===== src/rtl/tagger_pkg.sv =====
`default_nettype none
// ============================================================================
//  Module      : tagger_pkg
//  Description : Shared tag-word format used by both tagger encoder and
//                decoder: word-type codes, field positions, counter width.
//  Revision    : 1.0 - initial release
// ============================================================================
package tagger_pkg;

    localparam int COUNTER_BITS = 16;

    localparam logic [1:0] TAG_EVENT    = 2'b00;
    localparam logic [1:0] TAG_ROLLOVER = 2'b01;
    localparam logic [1:0] TAG_OVERFLOW = 2'b10;
    localparam logic [1:0] TAG_RESERVED = 2'b11;

    localparam int TYPE_MSB = 31;
    localparam int TYPE_LSB = 30;
    localparam int CHAN_MSB = 29;
    localparam int CHAN_LSB = 24;
    localparam int SUB_MSB  = 23;
    localparam int SUB_LSB  = 16;
    localparam int CNT_MSB  = 15;
    localparam int CNT_LSB  = 0;

    typedef enum logic [1:0] {
        ST_IDLE = 2'd0,
        ST_WAIT = 2'd1,
        ST_HOLD = 2'd2
    } dec_state_t;

    function automatic logic [1:0] tag_type(input logic [31:0] word);
        return word[TYPE_MSB:TYPE_LSB];
    endfunction

endpackage
`default_nettype wire


===== src/rtl/tagger_sat_counter.sv =====
`default_nettype none
// ============================================================================
//  Module      : tagger_sat_counter
//  Description : Counter of COUNTER_BITS width that sticks at all-ones;
//                clear has priority over increment.
//  Revision    : 1.0 - initial release
// ============================================================================
module tagger_sat_counter
    import tagger_pkg::*;
(
    input  logic                    clk,
    input  logic                    rst,
    input  logic                    clr_i,
    input  logic                    inc_i,
    output logic [COUNTER_BITS-1:0] count_o
);

    logic [COUNTER_BITS-1:0] count_q;
    logic [COUNTER_BITS-1:0] count_d;
    logic                    w_at_max;

    assign w_at_max = &count_q;

    always_comb begin
        count_d = count_q;
        if (clr_i) begin
            count_d = '0;
        end else if (inc_i && !w_at_max) begin
            count_d = count_q + COUNTER_BITS'(1);
        end
    end

    always_ff @(posedge clk) begin
        if (rst) begin
            count_q <= '0;
        end else begin
            count_q <= count_d;
        end
    end

    assign count_o = count_q;

endmodule
`default_nettype wire


===== src/rtl/tagger_decoder.sv =====
`default_nettype none
// ============================================================================
//  Module      : tagger_decoder
//  Description : Drains tag words from the FIFO, tracks the rollover epoch and
//                presents absolute-time events on a valid/ready stream.
//                Optional: TAGGER_DECODER_MONOTONIC_CHECK_EN flags backwards
//                timestamps.
//  Revision    : 1.0 - initial release
// ============================================================================
module tagger_decoder
    import tagger_pkg::*;
#(
    parameter int CHANNELS   = 1,
    parameter int BITS       = 1,
    parameter int EPOCH_BITS = 32
)
(
    input  logic                               clk,
    input  logic                               rst,
    input  logic                               read_empty,
    output logic                               read_enable,
    input  logic [31:0]                        read_data,
    output logic                               out_valid,
    input  logic                               out_ready,
    output logic [5:0]                         out_channel,
    output logic [EPOCH_BITS+COUNTER_BITS+BITS-1:0] out_time,
    output logic                               out_after_overflow,
    output logic                               overflow_flag,
    input  logic                               overflow_clear,
    output logic [COUNTER_BITS-1:0]            overflow_count,
    output logic [COUNTER_BITS-1:0]            error_count
);

    localparam int         TIME_W       = EPOCH_BITS + COUNTER_BITS + BITS;
    localparam logic [6:0] c_CHAN_LIMIT = 7'(CHANNELS);

    dec_state_t                 state_q;
    logic [EPOCH_BITS-1:0]      epoch_q;
    logic                       pend_ovf_q;
    logic                       out_valid_q;
    logic [5:0]                 out_channel_q;
    logic [TIME_W-1:0]          out_time_q;
    logic                       after_ovf_q;
    logic                       ovf_flag_q;

    logic [1:0]                 w_type;
    logic [5:0]                 w_chan;
    logic [BITS-1:0]            w_sub;
    logic [COUNTER_BITS-1:0]    w_cnt;
    logic                       w_chan_ok;
    logic [TIME_W-1:0]          w_time;
    logic                       w_in_wait;
    logic                       w_read;
    logic                       w_emit;
    logic                       w_backwards;
    logic                       w_ovf_word;
    logic                       w_err_inc;
    logic                       w_unused_sub_bits;

    // Upper subtime bits beyond BITS carry no information for this build.
    assign w_unused_sub_bits = &{1'b0, read_data[SUB_MSB:SUB_LSB]};

    assign w_type    = tag_type(read_data);
    assign w_chan    = read_data[CHAN_MSB:CHAN_LSB];
    assign w_sub     = read_data[SUB_LSB +: BITS];
    assign w_cnt     = read_data[CNT_MSB:CNT_LSB];
    assign w_chan_ok = {1'b0, w_chan} < c_CHAN_LIMIT;
    assign w_time    = {epoch_q, w_cnt, w_sub};

    assign w_in_wait  = (state_q == ST_WAIT);
    assign w_read     = !rst && (state_q == ST_IDLE) && !read_empty && !out_valid_q;
    assign w_emit     = w_in_wait && (w_type == TAG_EVENT) && w_chan_ok;
    assign w_ovf_word = w_in_wait && (w_type == TAG_OVERFLOW);
    assign w_err_inc  = w_in_wait && (((w_type == TAG_EVENT) && !w_chan_ok)
                                      || (w_type == TAG_RESERVED)
                                      || (w_emit && w_backwards));

`ifdef TAGGER_DECODER_MONOTONIC_CHECK_EN
    logic [TIME_W-1:0] last_time_q;

    // Equal times are legal: several channels can share one counter value.
    assign w_backwards = (w_time < last_time_q);

    always_ff @(posedge clk) begin
        if (rst) begin
            last_time_q <= '0;
        end else if (w_emit) begin
            last_time_q <= w_time;
        end
    end
`else
    assign w_backwards = 1'b0;
`endif

    always_ff @(posedge clk) begin
        if (rst) begin
            state_q       <= ST_IDLE;
            epoch_q       <= '0;
            pend_ovf_q    <= 1'b0;
            out_valid_q   <= 1'b0;
            out_channel_q <= '0;
            out_time_q    <= '0;
            after_ovf_q   <= 1'b0;
            ovf_flag_q    <= 1'b0;
        end else begin
            // A fresh overflow word beats a simultaneous clear.
            if (w_ovf_word) begin
                ovf_flag_q <= 1'b1;
            end else if (overflow_clear) begin
                ovf_flag_q <= 1'b0;
            end

            case (state_q)
                ST_IDLE: begin
                    if (w_read) begin
                        state_q <= ST_WAIT;
                    end
                end
                ST_WAIT: begin
                    state_q <= ST_IDLE;
                    case (w_type)
                        TAG_EVENT: begin
                            if (w_chan_ok) begin
                                out_channel_q <= w_chan;
                                out_time_q    <= w_time;
                                after_ovf_q   <= pend_ovf_q | w_backwards;
                                pend_ovf_q    <= 1'b0;
                                out_valid_q   <= 1'b1;
                                state_q       <= ST_HOLD;
                            end
                        end
                        TAG_ROLLOVER: begin
                            epoch_q <= epoch_q + EPOCH_BITS'(1);
                        end
                        TAG_OVERFLOW: begin
                            pend_ovf_q <= 1'b1;
                        end
                        default: begin
                        end
                    endcase
                end
                ST_HOLD: begin
                    if (out_ready) begin
                        out_valid_q <= 1'b0;
                        state_q     <= ST_IDLE;
                    end
                end
                default: begin
                    state_q <= ST_IDLE;
                end
            endcase
        end
    end

    tagger_sat_counter u_ovf_count (
        .clk     (clk),
        .rst     (rst),
        .clr_i   (1'b0),
        .inc_i   (w_ovf_word),
        .count_o (overflow_count)
    );

    tagger_sat_counter u_err_count (
        .clk     (clk),
        .rst     (rst),
        .clr_i   (1'b0),
        .inc_i   (w_err_inc),
        .count_o (error_count)
    );

    assign read_enable        = w_read;
    assign out_valid          = out_valid_q;
    assign out_channel        = out_channel_q;
    assign out_time           = out_time_q;
    assign out_after_overflow = after_ovf_q;
    assign overflow_flag      = ovf_flag_q;

endmodule
`default_nettype wire


===== config.mk =====
export PLATFORM = sky130hd
export DESIGN_NAME = tagger_decoder
export DESIGN_NICKNAME = d
export VERILOG_FILES = /design/src/rtl/tagger_pkg.sv /design/src/rtl/tagger_sat_counter.sv /design/src/rtl/tagger_decoder.sv
export SDC_FILE = /design/constraint.sdc
export NUM_CORES = 1
export LEC_CHECK = 0
export BUFFER_PORTS_ARGS = -buffer_cell sky130_fd_sc_hd__buf_2
export CAP_MARGIN = 5
export CORE_MARGIN = 2
export CORE_UTILIZATION = 50
export CTS_CLUSTER_SIZE = 14
export DETAILED_ROUTE_END_ITERATION = 12
export GPL_TIMING_DRIVEN = 0
export PLACE_DENSITY = 0.76
export SLEW_MARGIN = 10
export SYNTH_ARGS = -nofsm -noshare
export SYNTH_HDL_FRONTEND = slang
export SYNTH_SLANG_ARGS = --single-unit

===== constraint.sdc =====
create_clock -name clk -period 2.9 [get_ports clk]
set_clock_uncertainty 0.15 [all_clocks]
set_input_delay 0.29 -clock clk [delete_from_list [all_inputs] [get_ports clk]]
set_output_delay 0.29 -clock clk [all_outputs]
set_load 0.02 [all_outputs]

==> out/qor.csv, run 1 <==
metric,value,unit
status,"finished, final reports clean",
maxCapViolCount,0,
core,9864,um2
fin_crit_sh,0.9596,
p_int,3.180,mW
end_kind,register,
syn2layout_area_growth,31.63,%
h-tree-depth,4,
max_freq,359.3,MHz
yosysTopAreaCell,dfxtp_1,
die-area,11050,um2
antenna_found_initial,0,
clockPowerShare,0.546,
p_switching,0.8736,mW
power.density,602.0,nW/um2
max_stage_delay,0.69,ns
synth-seq-cells,125,
holdPathStages,3,
final_common_cell,nand2_1,
place_hpwl,8.806,mm
grt_overflow,0,
grt_pass1_vias,4676,
post-place-cells,864,
synth-edff-count,0,
routed_wl,12.74,mm
post_cts_resized,0,
pwr-share-seq,0.426,
ys.flop_type,dfxtp_1,
grt_max_degree,17,
setup_violations,0,
start_util,0.5185,
layout-drive-gt1-share,0.2262,
dr.pass1.iters,5,
wl_per_cell,13.85,um
detail-route-antenna-nets,0,
syn_inst,612,
r2r_end,u_err_count.count_o[3],
ys_seq_area_frac,0.4892,
cts_buffer_depth,2,
tightest_slew,0.6916,ns
vias,4945,
place_ws,0.1163,ns
whs_endpoint,epoch_q[24],
r2r_slack,0.12,ns
vias_per_cell,5.375,
yosysWarnings,0,
nets,814,
n_antenna_cell,0,
numPortBuffers,119,
clock_latency,0.51,ns
crit_chain,ha_1 > inv_1 > or4b_2 > o211ai_1 > clkbuf_1 > o21ai_0 > a21oi_1,
crit_type,register to register,
die_w,105.1,um
critPathArrivalTime,3.07,ns
io_pins,128,
relSlewSlack,0.5372,
rows,36,
drtIter0Drc,200,
worst-path-max-fanout,10,
final_cells,920,
grt_pass1_wl,21.19,mm
synth_area_leaders,"dfxtp_1 49%, nand2_1 9.2%, a21oi_1 7.5%",
globalRouteTotalUtil,0.2327,
reg2reg_depth,7,
p_sw_frac,0.2155,
path_clk_slew,0.06,ns
critPathSlowestCell,or4b_2,
hold_viol,0,
gp_congestion,0.8665,
yosysUniqueCellTypes,53,
p_total,4.053,mW
finalWorstSetupSlack,0.1170,ns
numCtsBuffers,17,
synth_area,5115,um2
combPwrFrac,0.028,
period_needed,2.783,ns
die_h,105.1,um
startpoint_type,register,
min-delay-start,rst,
clkSinkCount,125,
final_max_slew_viol_count,0,
cts_tree,built,
avgSynthCellArea,8.358,um2
leakagePower,2.687,nW
fillers,774,
reg2reg_from,u_err_count.count_o[0],
multi_input_area,2464,um2
cp_num_buf_inv,2,
ys_async_sr_fraction,0,
required,3.18,ns
area.sequential,2502,um2
peakVddDrop,0.3968,mV
critPathTopFamily,compound AO/OA/AOI/OAI gates,
drc,0,
synthesis.nets,652,
final_cell_mix,"126 x nand2_1, 125 x dfxtp_1, 121 x buf_2",
synth_top_cell_area_share,0.4892,
cts-root-buf,clkbuf_8,
hp-class,primary input to register,
[how the worst max path moves through the flow]
stage	start	end	slack (ns)	cells past startpoint
after detailed placement	u_err_count.count_o[0]	u_err_count.count_o[1]	0.12	7
after global routing	u_err_count.count_o[0]	u_err_count.count_o[3]	-0.03	7
after global placement	u_err_count.count_o[0]	u_err_count.count_o[1]	0.15	7
after floorplan	u_err_count.count_o[0]	u_err_count.count_o[1]	0.32	7
after CTS	u_err_count.count_o[0]	u_err_count.count_o[1]	0.06	7
final	u_err_count.count_o[0]	u_err_count.count_o[3]	0.12	7
[Yosys cell counts, drive strengths merged (2+ instances only)]
| cell type | number |
|---|---|
| nand2 | 126 |
| dfxtp | 125 |
| a21oi | 77 |
| nor2 | 49 |
| nand3 | 27 |
| clkbuf | 26 |
| xor2 | 22 |
| o21ai | 18 |
| or3 | 17 |
| nand4 | 16 |
| and3 | 13 |
| xnor2 | 10 |
| and2 | 9 |
| nor3 | 9 |
| and4 | 7 |
| inv | 6 |
| nor4 | 5 |
| buf | 4 |
| nand3b | 4 |
| or2 | 4 |
| ha | 3 |
| or4 | 3 |
| or4b | 3 |
| a21bo | 2 |
| a311oi | 2 |
| mux2i | 2 |
| nand4b | 2 |
| nand4bb | 2 |
| o2111ai | 2 |
| o21ba | 2 |
| o31a | 2 |
[flip-flops by register name, summed over array words and instances (netlist names)]
| signal | cells |
|---|---|
| epoch_q | 32 |
| out_after_overflow | 1 |
| out_channel | 6 |
| out_time | 49 |
| out_valid | 1 |
| overflow_flag | 1 |
| pend_ovf_q | 1 |
| state_q | 2 |
| u_err_count.count_o | 16 |
| u_ovf_count.count_o | 16 |
[metal layers]
layer	part of all wire	track usage
met1	0.45	0.2932
met2	0.49	0.3970
met3	0.047	0.05365
met4	0.0088	0.06762
met5	0	0
[cell type report]
class                      count  area share
tap                          133     0.02472
clock buffer                  17     0.06151
timing repair buffer         143      0.1230
sequential                   125      0.3717
clock inverter                15     0.03104
buffer                        30     0.01877
inverter                       6    0.003345
multi-input combinational    451      0.3659
[cells by family (layout without fill, tap and decap cells)]
family / Yosys count / count (layout) / share of synthesized area
fa+ha+maj: 3 / 3 / 0.007339
simple gates: 301 / 301 / 0.2916
xor+xnor: 32 / 32 / 0.05479
mux: 3 / 3 / 0.006115
compound gates: 112 / 112 / 0.1218
buf+inv: 36 / 211 / 0.02911
flops: 125 / 125 / 0.4892
[stage by stage]
stage / hold WS (ns) / utilization / area [um2] / setup TNS (ns)
6_report: 0.03508 / 0.6825 / 6733 / 0
5_1_grt: 0.05469 / 0.6825 / 6733 / -0.03227
4_1_cts: 0.02960 / 0.6802 / 6710 / 0
3_5_place_dp: 0.2885 / 0.5958 / 5877 / 0
3_3_place_gp: 0.2855 / 0.5958 / 5877 / 0
2_1_floorplan: 0.2588 / - / 5115 / 0
[power by group through the flow]
stage	sequential [mW]	clock (mW)	combinational [mW]
floorplan	1.77	0	0.0434
global placement	1.76	0	0.0845
detailed placement	1.76	0	0.0862
CTS	1.73	2.24	0.108
global route	1.73	2.34	0.122
finish	1.73	2.21	0.112
[what timing repair did]
item                                    4_1_cts  5_1_grt
hold buffers                                 21        0
endpoints found under the hold margin        21        0
endpoints found under the setup margin        0        9
setup buffers                                 0        3
[worst register-to-register path: cells and delay by family, from the launching register on]
kind,cells,cell delay [ns]
flops,1,0.44
compound gates,3,0.73
buf+inv,2,0.45
fa+ha+maj,1,0.24
simple gates,1,0.69
(Power assumes the default switching activity.)
==> inputs of run 2 (changes only) <==
- CORE_MARGIN: 2 -> not set
==> run 2 against run 1 <==
Net effect:
- via count down 1.2%
- first-iteration DRC count is 6.0% higher
- sequential share of layout area is 0.12 points higher
- worst hold slack worse by 0.022 ns
- maximum frequency grew 2.6%
- critical endpoint unchanged
- cell area is 0.33% lower
- final cell count down 0.11%
- clock-buffer cell count grew 1
- global-route usage is 1.1 points higher
- utilization fell by 0.23 points
- worst setup slack improved by 0.071 ns
- highest routed layer unchanged
- routed wire length fell by 0.80%
==> out/qor.csv, run 2 (synthesis gave the netlist of run 1 again) <==
metric,value,unit,change
status,"finished, final reports clean",,unchanged
start_util,0.5185,,unchanged
detail-route-antenna-nets,0,,unchanged
max_freq,368.7,MHz,was 359.3 MHz
setup_violations,0,,unchanged
post_cts_resized,0,,unchanged
worst-path-max-fanout,10,,unchanged
globalRouteTotalUtil,0.2438,,was 0.2327
place_hpwl,8.574,mm,was 8.806 mm
design_area,6710,um2,was 6733 um2
power.density,599.0,nW/um2,was 602.0 nW/um2
period_needed,2.712,ns,was 2.783 ns
p_int,3.169,mW,was 3.180 mW
syn2layout_area_growth,31.19,%,was 31.63%
clkSinkCount,125,,unchanged
combPwrFrac,0.028,,about the same
final_common_cell,nand2_1,,unchanged
n_antenna_cell,0,,unchanged
io_pins,128,,unchanged
layout-drive-gt1-share,0.2239,,was 0.2262
die-area,10640,um2,was 11050 um2
h-tree-depth,4,,unchanged
grt_pass1_wl,19.93,mm,was 21.19 mm
area.sequential,2502,um2,unchanged
final_max_slew_viol_count,0,,unchanged
nets,813,,was 814
final_cell_mix,"126 x nand2_1, 125 x dfxtp_1, 121 x buf_2",,unchanged
numCtsBuffers,17,,unchanged
hp-class,primary input to register,,unchanged
die_h,103.1,um,was 105.1 um
grt_max_degree,17,,unchanged
required,3.20,ns,was 3.18 ns
drtIter0Drc,212,,was 200
grt_overflow,0,,unchanged
path_clk_slew,0.06,ns,about the same
gp_congestion,0.8958,,was 0.8665
largest_reg_flops,49,,unchanged
core,9864,um2,unchanged
p_total,4.019,mW,was 4.053 mW
fillers,792,,was 774
pwr-share-seq,0.430,,was 0.426
fin_hold_ws,0.01307,ns,was 0.03508 ns
p_switching,0.8507,mW,was 0.8736 mW
vias,4886,,was 4945
drc,0,,unchanged
cts-root-buf,clkbuf_8,,unchanged
leakagePower,2.683,nW,was 2.687 nW
numPortBuffers,119,,unchanged
rsz0062_at_grt,false,,
tns,0,ns,unchanged
startpoint_type,register,,unchanged
hold_viol,0,,unchanged
critPathArrivalTime,3.01,ns,was 3.07 ns
tightest_slew,0.6624,ns,was 0.6916 ns
grt_pass1_vias,4516,,was 4676
wl_per_cell,13.75,um,was 13.85 um
finalWorstSetupSlack,0.1878,ns,was 0.1170 ns
rows,36,,unchanged
multi_input_area,2464,um2,unchanged
crit_type,register to register,,unchanged
antenna_found_initial,0,,unchanged
clock_latency,0.53,ns,was 0.51 ns
clockPowerShare,0.542,,was 0.546
dr.pass1.iters,5,,unchanged
end_kind,register,,unchanged
cts_buffer_depth,2,,unchanged
dpl_cell_area,5877,um2,unchanged
place_ws,0.1165,ns,was 0.1163 ns
die_w,103.1,um,was 105.1 um
fin_crit_sh,0.9352,,was 0.9596
relSlewSlack,0.5568,,was 0.5372
vias_per_cell,5.317,,was 5.375
maxCapViolCount,0,,unchanged
peakVddDrop,0.3344,mV,was 0.3968 mV
cts_tree,built,,unchanged
routed_wl,12.64,mm,was 12.74 mm
p_sw_frac,0.2117,,was 0.2155
run 2: final timing paths:
kind,start,end,slack (ns),cells after the start
max,u_err_count.count_o[0],u_err_count.count_o[3],0.19,7
min,rst,epoch_q[24],0.01,3
max reg2reg,u_err_count.count_o[0],u_err_count.count_o[3],0.19,7
min reg2reg,out_time[44],out_time[44],0.30,2
run 2: layer usage:
layer	global-route usage	vias to the layer above	wire length (um)
li1	-	2459	-
met1	0.2823	2260	5624
met2	0.4133	143	6087
met3	0.06169	24	639
met4	0.1333	0	284
met5	0	-	0
run 2: layout make-up:
| type | count | area share |
|---|---|---|
| repair buffers | 142 | 0.1223 |
| inverters | 6 | 0.003356 |
| plain buffers | 30 | 0.01883 |
| clock buffers | 18 | 0.06228 |
| clock inverters | 14 | 0.02834 |
| flip-flops and latches | 125 | 0.3729 |
| well taps | 133 | 0.02480 |
| multi-input cells | 451 | 0.3671 |
run 2: what timing repair did:
action,CTS,global route
hold buffers,21,0
endpoints found under the setup margin,0,9
buffers inserted,0,2
endpoints found under the hold margin,21,0
run 2: stage by stage:
step | cells | util
after CTS | 917 | 0.6787
after detailed placement | 864 | 0.5958
after global routing | 919 | 0.6802
after floorplan | 612 | -
final | 919 | 0.6802
after global placement | 864 | 0.5958
run 2: worst max-delay path, stage by stage, from the launching register on:
cell and delay [ns]:
dfxtp_1 0.45, ha_1 0.23, inv_1 0.07, or4b_2 0.69
o211ai_1 0.32, clkbuf_1 0.38, o21ai_0 0.19, a21oi_1 0.16
run 2: power groups by stage:
stage	sequential (mW)	clock [mW]	combinational, mW
2_1_floorplan	1.77	0	0.0434
3_3_place_gp	1.76	0	0.0840
3_5_place_dp	1.76	0	0.0866
4_1_cts	1.73	2.20	0.108
5_1_grt	1.73	2.29	0.123
6_report	1.73	2.18	0.112
